===== config.mk =====
export PLATFORM = sky130hd
export DESIGN_NAME = lzw_byte_tx
export DESIGN_NICKNAME = d
export VERILOG_FILES = /design/src/rtl/lzw_pkg.sv /design/src/rtl/lzw_bit_packer.sv /design/src/rtl/lzw_byte_tx.sv
export SDC_FILE = /design/constraint.sdc
export NUM_CORES = 1
export LEC_CHECK = 0
export ABC_AREA = 0
export CAP_MARGIN = 10
export CORE_ASPECT_RATIO = 0.8
export CORE_MARGIN = 4
export CORE_UTILIZATION = 30
export CTS_CLUSTER_SIZE = 40
export DETAILED_ROUTE_END_ITERATION = 8
export GPL_TIMING_DRIVEN = 1
export PLACE_DENSITY_LB_ADDON = 0.08
export RECOVER_POWER = 100
export SYNTH_ARGS = -nofsm -noshare
export SYNTH_HDL_FRONTEND = slang
export SYNTH_SLANG_ARGS = --single-unit

===== constraint.sdc =====
create_clock -name clk -period 4 [get_ports clk]
set_input_delay 0.8 -clock clk [delete_from_list [all_inputs] [get_ports clk]]
set_output_delay 0.8 -clock clk [all_outputs]
set_load 0.01 [all_outputs]

===== src/rtl/lzw_pkg.sv =====
// Shared constants and FSM encoding for the LZW byte transmitter feeder.
package lzw_pkg;

  localparam int LZW_CODE_W  = 12;
  localparam int SCLK_DIV    = 18;
  localparam int LZW_GAP_CYC = SCLK_DIV + 2;

  typedef enum logic [1:0] {
    IDLE      = 2'd0,
    SEND      = 2'd1,
    DONE_WAIT = 2'd2,
    GAP       = 2'd3
  } tx_state_t;

endpackage


===== src/rtl/lzw_bit_packer.sv =====
// LSB-first code accumulator; emits one byte per cycle when tx_idle and a byte is ready.
// Accepts a code only while fewer than 8 bits are buffered and no flush is pending.
module lzw_bit_packer
  import lzw_pkg::*;
#(
  parameter int CODE_W = LZW_CODE_W
) (
  input  logic              clk,
  input  logic              rst_n,
  input  logic [CODE_W-1:0] code_in,
  input  logic              code_vld,
  output logic              code_rdy,
  input  logic              flush_pend,
  input  logic              tx_idle,
  output logic              emit,
  output logic [7:0]        emit_byte,
  output logic              acc_empty
);

  localparam int             ACC_W   = CODE_W + 7;
  localparam logic [4:0]     CODE_W5 = 5'(CODE_W);

  logic [ACC_W-1:0] acc;
  logic [4:0]       acc_cnt;
  logic             full_byte;
  logic             part_byte;
  logic             accept;

  assign full_byte = (acc_cnt >= 5'd8);
  assign part_byte = flush_pend && (acc_cnt != 5'd0) && !full_byte;
  assign code_rdy  = !full_byte && !flush_pend;
  assign accept    = code_vld && code_rdy;
  assign emit      = tx_idle && (full_byte || part_byte);
  assign emit_byte = acc[7:0];
  assign acc_empty = (acc_cnt == 5'd0);

  // Bits above acc_cnt are always zero, so a partial byte is already zero-padded.
  always_ff @(posedge clk or negedge rst_n) begin
    if (!rst_n) begin
      acc     <= '0;
      acc_cnt <= '0;
    end else if (accept) begin
      acc     <= acc | ({7'b0, code_in} << acc_cnt);
      acc_cnt <= acc_cnt + CODE_W5;
    end else if (emit) begin
      if (full_byte) begin
        acc     <= acc >> 8;
        acc_cnt <= acc_cnt - 5'd8;
      end else begin
        acc     <= '0;
        acc_cnt <= '0;
      end
    end
  end

endmodule


===== src/rtl/lzw_byte_tx.sv =====
// Packs LZW codes into bytes for the serial transmitter (start_xmt/xmt_done handshake, GAP_CYC idle gap).
// Optional LZW_BYTE_TX_CNT_EN adds tx_count; code_rdy drops while bytes are buffered or a flush is pending.
module lzw_byte_tx
  import lzw_pkg::*;
#(
  parameter int CODE_W  = LZW_CODE_W,
  parameter int GAP_CYC = LZW_GAP_CYC
) (
  input  logic              clk,
  input  logic              rst_n,
  input  logic [CODE_W-1:0] code_in,
  input  logic              code_vld,
  output logic              code_rdy,
  input  logic              flush,
  output logic              flush_done,
  input  logic              xmt_done,
  output logic              start_xmt,
  output logic [7:0]        xmt_byte,
  output logic              busy
`ifdef LZW_BYTE_TX_CNT_EN
  ,
  output logic [15:0]       tx_count
`endif
);

  localparam int GAP_W = $clog2(GAP_CYC + 1);

  tx_state_t        state;
  tx_state_t        state_nxt;
  logic [GAP_W-1:0] gap_cnt;
  logic             gap_last;
  logic             flush_pend;
  logic             tx_idle;
  logic             emit;
  logic [7:0]       emit_byte;
  logic             acc_empty;

  lzw_bit_packer #(.CODE_W(CODE_W)) u_packer (
    .clk       (clk),
    .rst_n     (rst_n),
    .code_in   (code_in),
    .code_vld  (code_vld),
    .code_rdy  (code_rdy),
    .flush_pend(flush_pend),
    .tx_idle   (tx_idle),
    .emit      (emit),
    .emit_byte (emit_byte),
    .acc_empty (acc_empty)
  );

  always_ff @(posedge clk or negedge rst_n) begin
    if (!rst_n) state <= IDLE;
    else        state <= state_nxt;
  end

  always_comb begin
    state_nxt = state;
    case (state)
      IDLE:      if (emit) state_nxt = SEND;
      SEND:      state_nxt = DONE_WAIT;
      DONE_WAIT: if (xmt_done) state_nxt = GAP;
      GAP:       if (gap_last && !xmt_done) state_nxt = IDLE;
    endcase
  end

  always_comb begin
    tx_idle    = (state == IDLE);
    start_xmt  = (state == SEND) || (state == DONE_WAIT);
    flush_done = tx_idle && flush_pend && acc_empty;
    busy       = !acc_empty || flush_pend || !tx_idle;
  end

  // The gap count is held at its last value until the transmitter releases xmt_done.
  assign gap_last = (gap_cnt == GAP_W'(GAP_CYC - 1));

  always_ff @(posedge clk or negedge rst_n) begin
    if (!rst_n)             gap_cnt <= '0;
    else if (state != GAP)  gap_cnt <= '0;
    else if (!gap_last)     gap_cnt <= gap_cnt + GAP_W'(1);
  end

  always_ff @(posedge clk or negedge rst_n) begin
    if (!rst_n)          flush_pend <= 1'b0;
    else if (flush_done) flush_pend <= 1'b0;
    else if (flush)      flush_pend <= 1'b1;
  end

  always_ff @(posedge clk or negedge rst_n) begin
    if (!rst_n)    xmt_byte <= 8'h00;
    else if (emit) xmt_byte <= emit_byte;
  end

`ifdef LZW_BYTE_TX_CNT_EN
  always_ff @(posedge clk or negedge rst_n) begin
    if (!rst_n)          tx_count <= 16'h0000;
    else if (flush_done) tx_count <= 16'h0000;
    else if (emit)       tx_count <= tx_count + 16'h0001;
  end
`endif

endmodule


==> impl_metrics.tcl, run 1 <==
set metrics [dict create \
    outcome "finished, violations left" \
    failed_checks "max-capacitance violations, max-slew violations" \
    gr-total-overflow 0 \
    viasPerCell 5.307 \
    dieArea_um2 8350 \
    hold_violations 0 \
    critPathArrivalTime_ns 2.41 \
    wl_per_cell_um 17.65 \
    cts_max_path_buffers 2 \
    cts_hold_buf 0 \
    io_pins 29 \
    synth_edf_count 0 \
    p_int_uw 1031 \
    layout_commonest_cell "dfrtp_1" \
    drtIter0Drc 39 \
    p_seq_share_pct 35.4 \
    die_height_um 82.54 \
    p_per_area_nw_per_um2 684.1 \
    wl_um 5295 \
    portBuffers 28 \
    core_area_um2 6571 \
    swShare_pct 39.29 \
    place_congestion 0.8008 \
    path_class "reg2out" \
    ctsResizeCount 0 \
    synthCells 190 \
    htreeDepth 2 \
    synthFlopType "dfrtp_1" \
    hp-start "u_packer.acc[17]" \
    drive_gt1_share_pct 11.11 \
    worstMarginPinSlew_ns 2.082 \
    min_path_type "reg2reg" \
    cts_setup_buffers 0 \
    area_delta_synth_final_pct 19.22 \
    syn_area_per_cell_um2 10.96 \
    fin_skew_ns 0.005279 \
    rsz0062_at_grt "no" \
    path_clk_slew_ns 0.07 \
    p_leak_uw 0.001133 \
    dr.pass1.iters 4 \
    slew_headroom_pct -38.81 \
    finalCritPeriodShare_pct 80.21 \
    drv_cap 1 \
    grt_use_total_pct 13.79 \
    ir_worst_vdd_uv 172.3 \
    clk-insertion-delay-late_ns 0.29 \
    grt_pass1_vias 1644 \
    cts.root.buffer_cell "clkbuf_8" \
    cts_num_sinks 38 \
    layout.nets 242 \
    synth.ff_latch_count 38 \
    power_frac_clock_pct 19.8 \
    reg2reg_from "u_packer.acc_cnt[3]" \
    numCtsBuffers 5 \
    syn_area_um2 2083 \
    grt_max_degree 39 \
    initial_core_util_pct 31.70 \
    startpoint "u_packer.acc_cnt[2]" \
    start_kind "register" \
    reg2reg_slack_ns 0.89 \
    setup_tns_ns 0 \
    combPwrFrac_pct 44.8 \
    vias 1592 \
    rows 26 \
    antenna_cells 0 \
    ant_nets 0 \
    cts_tree "done" \
    dpl.hpwl_um 3897 \
    fp.dieW_um 101.2 \
    fin_crit_ns 3.209 \
    setup_viol 0 \
    antenna_found_initial 0 \
    fmax_ghz 0.3117 \
    ys_async_sr_fraction_pct 100.0 \
    grt_pass1_wl_um 8714 \
    final_cell_mix "dfrtp_1 (38), nor2_1 (19), mux2_2 (15), clkdlybuf4s50_1 (15), a21oi_1 (14)" \
    worst_slack_ns 0.7915 \
    end_kind "primary output" \
    preCtsSetupSlack_ns 1.160 \
    p_sw_uw 667.5 \
    yosysWarnings 0 \
    cp_max_fo 17 \
    yosysUniqueCellTypes 48 \
    remaining_drc_errors 0 \
    worstPathRequired_ns 3.20 \
    synthesis.nets 216 \
    seq_area_frac_synth_pct 45.65 \
    report.final.slew_viol_count 39 \
]
power by group through the flow:
stage	Combinational, uW	Sequential [uW]	Clock (uW)
4_1_cts	813	604	346
5_1_grt	843	622	365
2_1_floorplan	637	553	0
6_report	762	602	336
3_5_place_dp	809	611	0
3_3_place_gp	799	605	0
flip-flops by register name (all words and copies together) (netlist names):
name	count
gap_cnt	5
u_packer.acc_cnt	3
flush_pend	1
xmt_byte	8
state	2
u_packer.acc	19
critical path: stages, from the launching register on:
cell and delay [ns]:
dfrtp_1 0.72, inv_1 0.19, ha_1 0.28, nand2b_4 0.11, nand2_1 0.10, nor2_1 0.10
dlygate4sd3_1 0.61
kinds of logic after synthesis:
kind of cell | Yosys count | synth area share [%]
fa+ha+maj | 9 | 5.406
compound gates | 46 | 17.12
mux | 20 | 10.51
flops | 38 | 45.65
buf+inv | 18 | 4.744
xor+xnor | 3 | 1.261
simple gates | 56 | 15.32
worst paths after layout:
check                      cells past startpoint                to
max                                            6          code_rdy
min                                            1  u_packer.acc[17]
min in group asynchronous                      1        flush_pend
max in group asynchronous                      1       xmt_byte[5]
max reg2reg                                    6   u_packer.acc[6]
min reg2reg                                    1  u_packer.acc[17]
synthesized netlist by cell type (all sizes together), types with 2 or more instances:
master | count | share of area (%)
a22o | 3 | 1.3
nor2b | 6 | 1.9
and3b | 2 | 0.84
a221o | 7 | 3.4
nand3b | 2 | 0.72
a21oi | 15 | 3.8
a2bb2oi | 2 | 0.84
dfrtp | 38 | 46
nand2b | 3 | 1.3
buf | 7 | 2.7
o21ai | 4 | 0.96
nand3 | 3 | 0.72
inv | 9 | 1.6
a32oi | 2 | 0.84
nor3 | 2 | 0.48
nor3b | 2 | 0.72
and2 | 6 | 1.9
ha | 9 | 5.4
mux2i | 5 | 2.4
a221oi | 2 | 0.84
o32a | 2 | 0.96
nor2 | 19 | 3.4
xor2 | 3 | 1.3
nand2 | 6 | 1.4
mux2 | 15 | 8.1
clkbuf | 2 | 0.42
layout make-up:
| cell class | instances | area (um^2) |
|---|---|---|
| tap | 84 | 105.1 |
| timing repair buffer | 28 | 274.0 |
| clock inverter | 1 | 30.03 |
| fill | 646 | 4088 |
| sequential | 38 | 950.9 |
| multi-input combinational | 134 | 1007 |
| inverter | 9 | 33.78 |
| clock buffer | 6 | 82.58 |
routing by layer:
layer	part of all wire [%]	track usage (%)	vias to the layer above
met5	0	0	-
met4	1.2	4.781	0
met3	4.7	3.778	8
met2	44	20.50	38
met1	50	19.26	803
li1	-	-	743
metrics by stage:
step	hold slack (ns)	utilization [%]	instance area (um^2)	total power (uW)	cells
final	0.4959	37.80	2484	1699	300
after CTS	0.5005	38.21	2511	1763	300
after floorplan	0.4503	-	2083	1190	190
after global routing	0.5110	37.80	2484	1830	300
after detailed placement	0.4794	36.50	2399	1419	293
after global placement	0.4820	36.50	2399	1403	293
Power figures use the tool's default switching activity.
==> inputs of run 2 (changes only) <==
clock period = 3.3 ns   (was 4 ns; I/O delays follow)
==> run 2 against run 1 <==
Compared with the run above: the flow still finishes with violations (max-capacitance violations, max-slew violations); final area grew 1.6%; clock power grew 44%; hold slack gained 0.0034 ns; utilization grew 0.61 points; first-iteration DRC count grew to 3.4 times the previous value; via count shrank 1.3%; critical path depth shrank 1; die area is the same; non-clock buffer count grew 1; highest routed layer unchanged.
==> impl_metrics.tcl, run 2 (synthesis gave the netlist of run 1 again) <==
set metrics [dict create \
    layout_commonest_cell "dfrtp_1" \
    ant_nets 0 \
    fp.dieW_um 101.2 \
    dieArea_um2 8350 \
    cts_num_sinks 38 \
    clk-insertion-delay-late_ns 0.30 \
    drive_gt1_share_pct 12.39 \
    outcome "finished, violations left" \
    dp_cells 294 \
    p_per_area_nw_per_um2 847.0 \
    io_pins 29 \
    antenna_cells 0 \
    portBuffers 28 \
    startpoint "u_packer.acc_cnt[3]" \
    place_congestion 0.8160 \
    fmax_ghz 0.3270 \
    start_kind "register" \
    fin_skew_ns 0.01169 \
    core_area_um2 6571 \
    rows 26 \
    slew_headroom_pct -39.83 \
    drv_cap 1 \
    path_class "reg2out" \
    ir_worst_vdd_uv 293.1 \
    cts_hold_buf 0 \
    grt_max_degree 39 \
    cp_max_fo 17 \
    worst_slack_ns 0.2421 \
    end_kind "primary output" \
    wl_um 5131 \
    worstPathRequired_ns 2.64 \
    hold_violations 0 \
    rsz0062_at_grt "no" \
    final_cell_mix "dfrtp_1 (38), nor2_1 (19), mux2_2 (15), clkdlybuf4s50_1 (15), a21oi_1 (14)" \
    worstMarginPinSlew_ns 2.097 \
    setup_viol 0 \
    largest_registers "u_packer.acc (19), xmt_byte (8), gap_cnt (5)" \
    remaining_drc_errors 0 \
    failed_checks "max-capacitance violations, max-slew violations" \
    hp-start "u_packer.acc[11]" \
    preCtsSetupSlack_ns 0.6498 \
    die_height_um 82.54 \
    setup_tns_ns 0 \
    grt_pass1_wl_um 8638 \
    wl_per_cell_um 16.99 \
    viasPerCell 5.205 \
    largest_reg_flops 19 \
    p_leak_uw 0.001151 \
    grt_pass1_vias 1685 \
    gr-total-overflow 0 \
    path_clk_slew_ns 0.09 \
    critPathArrivalTime_ns 2.40 \
    area_delta_synth_final_pct 21.14 \
    reg2reg_from "u_packer.acc_cnt[3]" \
    stdcell_count 302 \
    report.final.slew_viol_count 39 \
    ctsResizeCount 0 \
    min_path_type "reg2reg" \
    vias 1572 \
    top_register "u_packer.acc" \
    cts_tree "done" \
    htreeDepth 2 \
    antenna_found_initial 0 \
    layout.nets 243 \
    cts_setup_buffers 0 \
    initial_core_util_pct 31.70 \
    grt_use_total_pct 13.64 \
    fin_crit_ns 3.058 \
    finalCritPeriodShare_pct 92.66 \
    cts.root.buffer_cell "clkbuf_8" \
    cts_max_path_buffers 2 \
    dr.pass1.iters 4 \
    drtIter0Drc 133 \
    numCtsBuffers 5 \
    dpl.hpwl_um 3722 \
]
==> run 2: path summary, 6_finish.rpt <==
check	end	slack, ns	cells after the start
min in group asynchronous	flush_pend	0.95	1
max	flush_done	0.24	5
max in group asynchronous	u_packer.acc[2]	1.13	1
max reg2reg	u_packer.acc[2]	0.33	6
min	u_packer.acc[3]	0.50	2
min reg2reg	u_packer.acc[3]	0.50	2
==> run 2: critical path, cell delays in order, from the launching register on <==
cell and delay [ns]:
dfrtp_1 0.64, inv_1 0.26, ha_1 0.24, nor2b_1 0.15, and3_1 0.21, dlygate4sd3_1 0.60
==> run 2: cell type report <==
cell class / count / area [um^2]
multi-input cells: 134 / 1015
inverters: 9 / 33.78
well taps: 84 / 105.1
clock buffers: 5 / 68.82
repair buffers: 29 / 281.5
flip-flops and latches: 38 / 950.9
clock inverters: 3 / 68.82
fillers: 657 / 4048
==> run 2: power breakdown <==
part	internal [uW]	switching, uW	leakage (uW)
Clock	303	180	0.0000683
Sequential	588	113	0.000513
Combinational	429	524	0.000570
==> run 2: metal layers <==
metal,up-vias,global-route usage [%],wire length [um]
met3,6,2.939,282
li1,751,-,-
met5,-,0,0
met4,0,5.179,70
met2,52,20.37,2142
met1,763,19.29,2636
==> run 2: metrics by stage <==
step | total power (uW) | utilization, % | hold WS (ns) | area (um^2)
after floorplan | 1442 | - | 0.3644 | 2083
after global placement | 1700 | 36.61 | 0.4774 | 2406
after detailed placement | 1715 | 36.61 | 0.4807 | 2406
after CTS | 2208 | 38.71 | 0.5022 | 2544
after global routing | 2296 | 38.40 | 0.5349 | 2524
final | 2138 | 38.40 | 0.4994 | 2524
==> inputs of run 3 (changes only) <==
CORE_ASPECT_RATIO = unset   (was 0.8)
==> run 3 against run 2 <==
Compared with the run above: register-to-register slack better by 0.05 ns; hold slack worse by 0.011 ns; worst setup slack worse by 0.024 ns; critical path depth unchanged; critical endpoint unchanged; the run still ends with max-capacitance violations, max-slew violations left; flip-flop and latch count unchanged.
==> impl_metrics.tcl, run 3 (synthesis gave the netlist of run 1 again) <==
set metrics [dict create \
    outcome "finished, violations left" \
    failed_checks "max-capacitance violations, max-slew violations" \
    end_kind "primary output" \
    largest_reg_flops 19 \
    grt_use_total_pct 12.97 \
    cts_setup_buffers 0 \
    min_path_type "reg2reg" \
    slew_headroom_pct -41.91 \
    max_stage_delay_ns 0.65 \
    fmax_ghz 0.3245 \
    grt_pass1_vias 1651 \
    setup_tns_ns 0 \
    cts_num_sinks 38 \
    dr.pass1.iters 4 \
    gr-total-overflow 0 \
    ir_worst_vdd_uv 357.0 \
    path_delay_family "buffers and inverters" \
    path_buf_inv 2 \
    numCtsBuffers 5 \
    area_delta_synth_final_pct 19.34 \
    antenna_cells 0 \
    grt_max_degree 39 \
    start_kind "register" \
    reg2reg_from "u_packer.acc_cnt[3]" \
    path_class "reg2out" \
    fin_skew_ns 0.005829 \
    htreeDepth 2 \
    grt_pass1_wl_um 8514 \
    top_register "u_packer.acc" \
    worstPathRequired_ns 2.64 \
    p_per_area_nw_per_um2 803.7 \
    cts_max_path_buffers 2 \
    layout.nets 244 \
    r2r_end "u_packer.acc[2]" \
    initial_core_util_pct 30.83 \
    report.final.slew_viol_count 39 \
    placed_cell_area_um2 2409 \
    final_cell_mix "dfrtp_1 (38), nor2_1 (19), mux2_2 (15), clkdlybuf4s50_1 (15), a21oi_1 (14)" \
    path_clk_slew_ns 0.08 \
    cts.root.buffer_cell "clkbuf_8" \
    core_area_um2 6756 \
    hold_violations 0 \
    clk-insertion-delay-late_ns 0.29 \
    hold_path_end "u_packer.acc[3]" \
    drv_cap 1 \
    hp-start "u_packer.acc[11]" \
    rows 30 \
    top_layer_used "met4" \
    drive_gt1_share_pct 13.24 \
    vias 1551 \
    portBuffers 28 \
    wl_met1_um 2375 \
    wl_met3_um 162 \
    layout_commonest_cell "dfrtp_1" \
    largest_registers "u_packer.acc (19), xmt_byte (8), gap_cnt (5)" \
    cp_max_fo 17 \
    wl_um 5072 \
    total_power_uw 1998 \
    worstMarginPinSlew_ns 2.129 \
    ctsResizeCount 0 \
    antenna_found_initial 0 \
    critPathArrivalTime_ns 2.42 \
    fin_area_um2 2486 \
    cts_tree "done" \
    fin_crit_ns 3.082 \
    p_leak_uw 0.001136 \
    cts_hold_buf 0 \
    r2r_cells 6 \
    fp.dieW_um 91.33 \
    setup_viol 0 \
    remaining_drc_errors 0 \
    io_pins 29 \
    reg2reg_slack_ns 0.38 \
    dieArea_um2 8341 \
    place_congestion 0.8444 \
    viasPerCell 5.187 \
    crit_slowest_cell "dfrtp_1" \
    crit_chain "inv_1, ha_1, nor2b_2, and3_1, dlygate4sd3_1" \
    wl_met2_um 2488 \
    wl_per_cell_um 16.96 \
    holdPathStages 2 \
    finalCritPeriodShare_pct 93.39 \
    dpl.hpwl_um 3679 \
    die_height_um 91.33 \
    ant_nets 0 \
    drtIter0Drc 67 \
    rsz0062_at_grt "no" \
]
## run 3: changes by cell type in the layout (fill, tap and decap cells not counted)
cell / before / now
bufinv_16: 2 / 0
clkinv_4: 1 / 0
clkinv_2: 0 / 1
clkbuf_8: 5 / 6
nor2b_1: 6 / 5
clkinvlp_4: 0 / 1
buf_4: 1 / 2
nor2b_2: 0 / 1
## run 3: through the flow
| stage | setup WS, ns | utilization [%] | instances | hold WS, ns |
|---|---|---|---|---|
| 6_report | 0.2181 | 36.80 | 299 | 0.4882 |
| 4_1_cts | 0.3544 | 37.06 | 299 | 0.4962 |
| 3_3_place_gp | 0.7436 | 35.65 | 291 | 0.4721 |
| 5_1_grt | 0.1003 | 36.80 | 299 | 0.5249 |
| 3_5_place_dp | 0.6998 | 35.65 | 291 | 0.4764 |
| 2_1_floorplan | 1.160 | - | 190 | 0.3644 |
## run 3: cell type report
cell class | instances | area [um^2]
tap | 80 | 100.1
timing repair buffer | 30 | 289.0
multi-input combinational | 134 | 1017
fill | 707 | 4270
sequential | 38 | 950.9
inverter | 9 | 33.78
clock buffer | 6 | 82.58
clock inverter | 2 | 12.51
## run 3: worst reg2reg max path, cell delays in order, from the launching register on
cell and delay [ns]:
dfrtp_1 0.65, inv_1 0.25, ha_1 0.26, nor2b_2 0.17, o211ai_1 0.58, and2_0 0.66
o21ai_0 0.21
## run 3: power breakdown
group,switching (uW),internal (uW),total (uW)
registers,117,588,705
logic,516,433,949
clock network,176,168,344
## run 3: how the worst max path moves through the flow
stage                   startpoint          endpoint  slack [ns]  depth (start not counted)
2_1_floorplan  u_packer.acc_cnt[3]  u_packer.acc[10]        1.16                          8
3_3_place_gp   u_packer.acc_cnt[3]          code_rdy        0.74                          5
3_5_place_dp   u_packer.acc_cnt[3]        flush_done        0.70                          5
4_1_cts        u_packer.acc_cnt[3]        flush_done        0.35                          5
5_1_grt        u_packer.acc_cnt[3]        flush_done        0.10                          5
6_report       u_packer.acc_cnt[3]        flush_done        0.22                          5
## run 3: per-layer routing
| layer | track usage [%] | vias to the layer above |
|---|---|---|
| met2 | 21.46 | 26 |
| met4 | 3.894 | 0 |
| met1 | 16.43 | 771 |
| li1 | - | 750 |
| met3 | 3.645 | 4 |
| met5 | 0 | - |
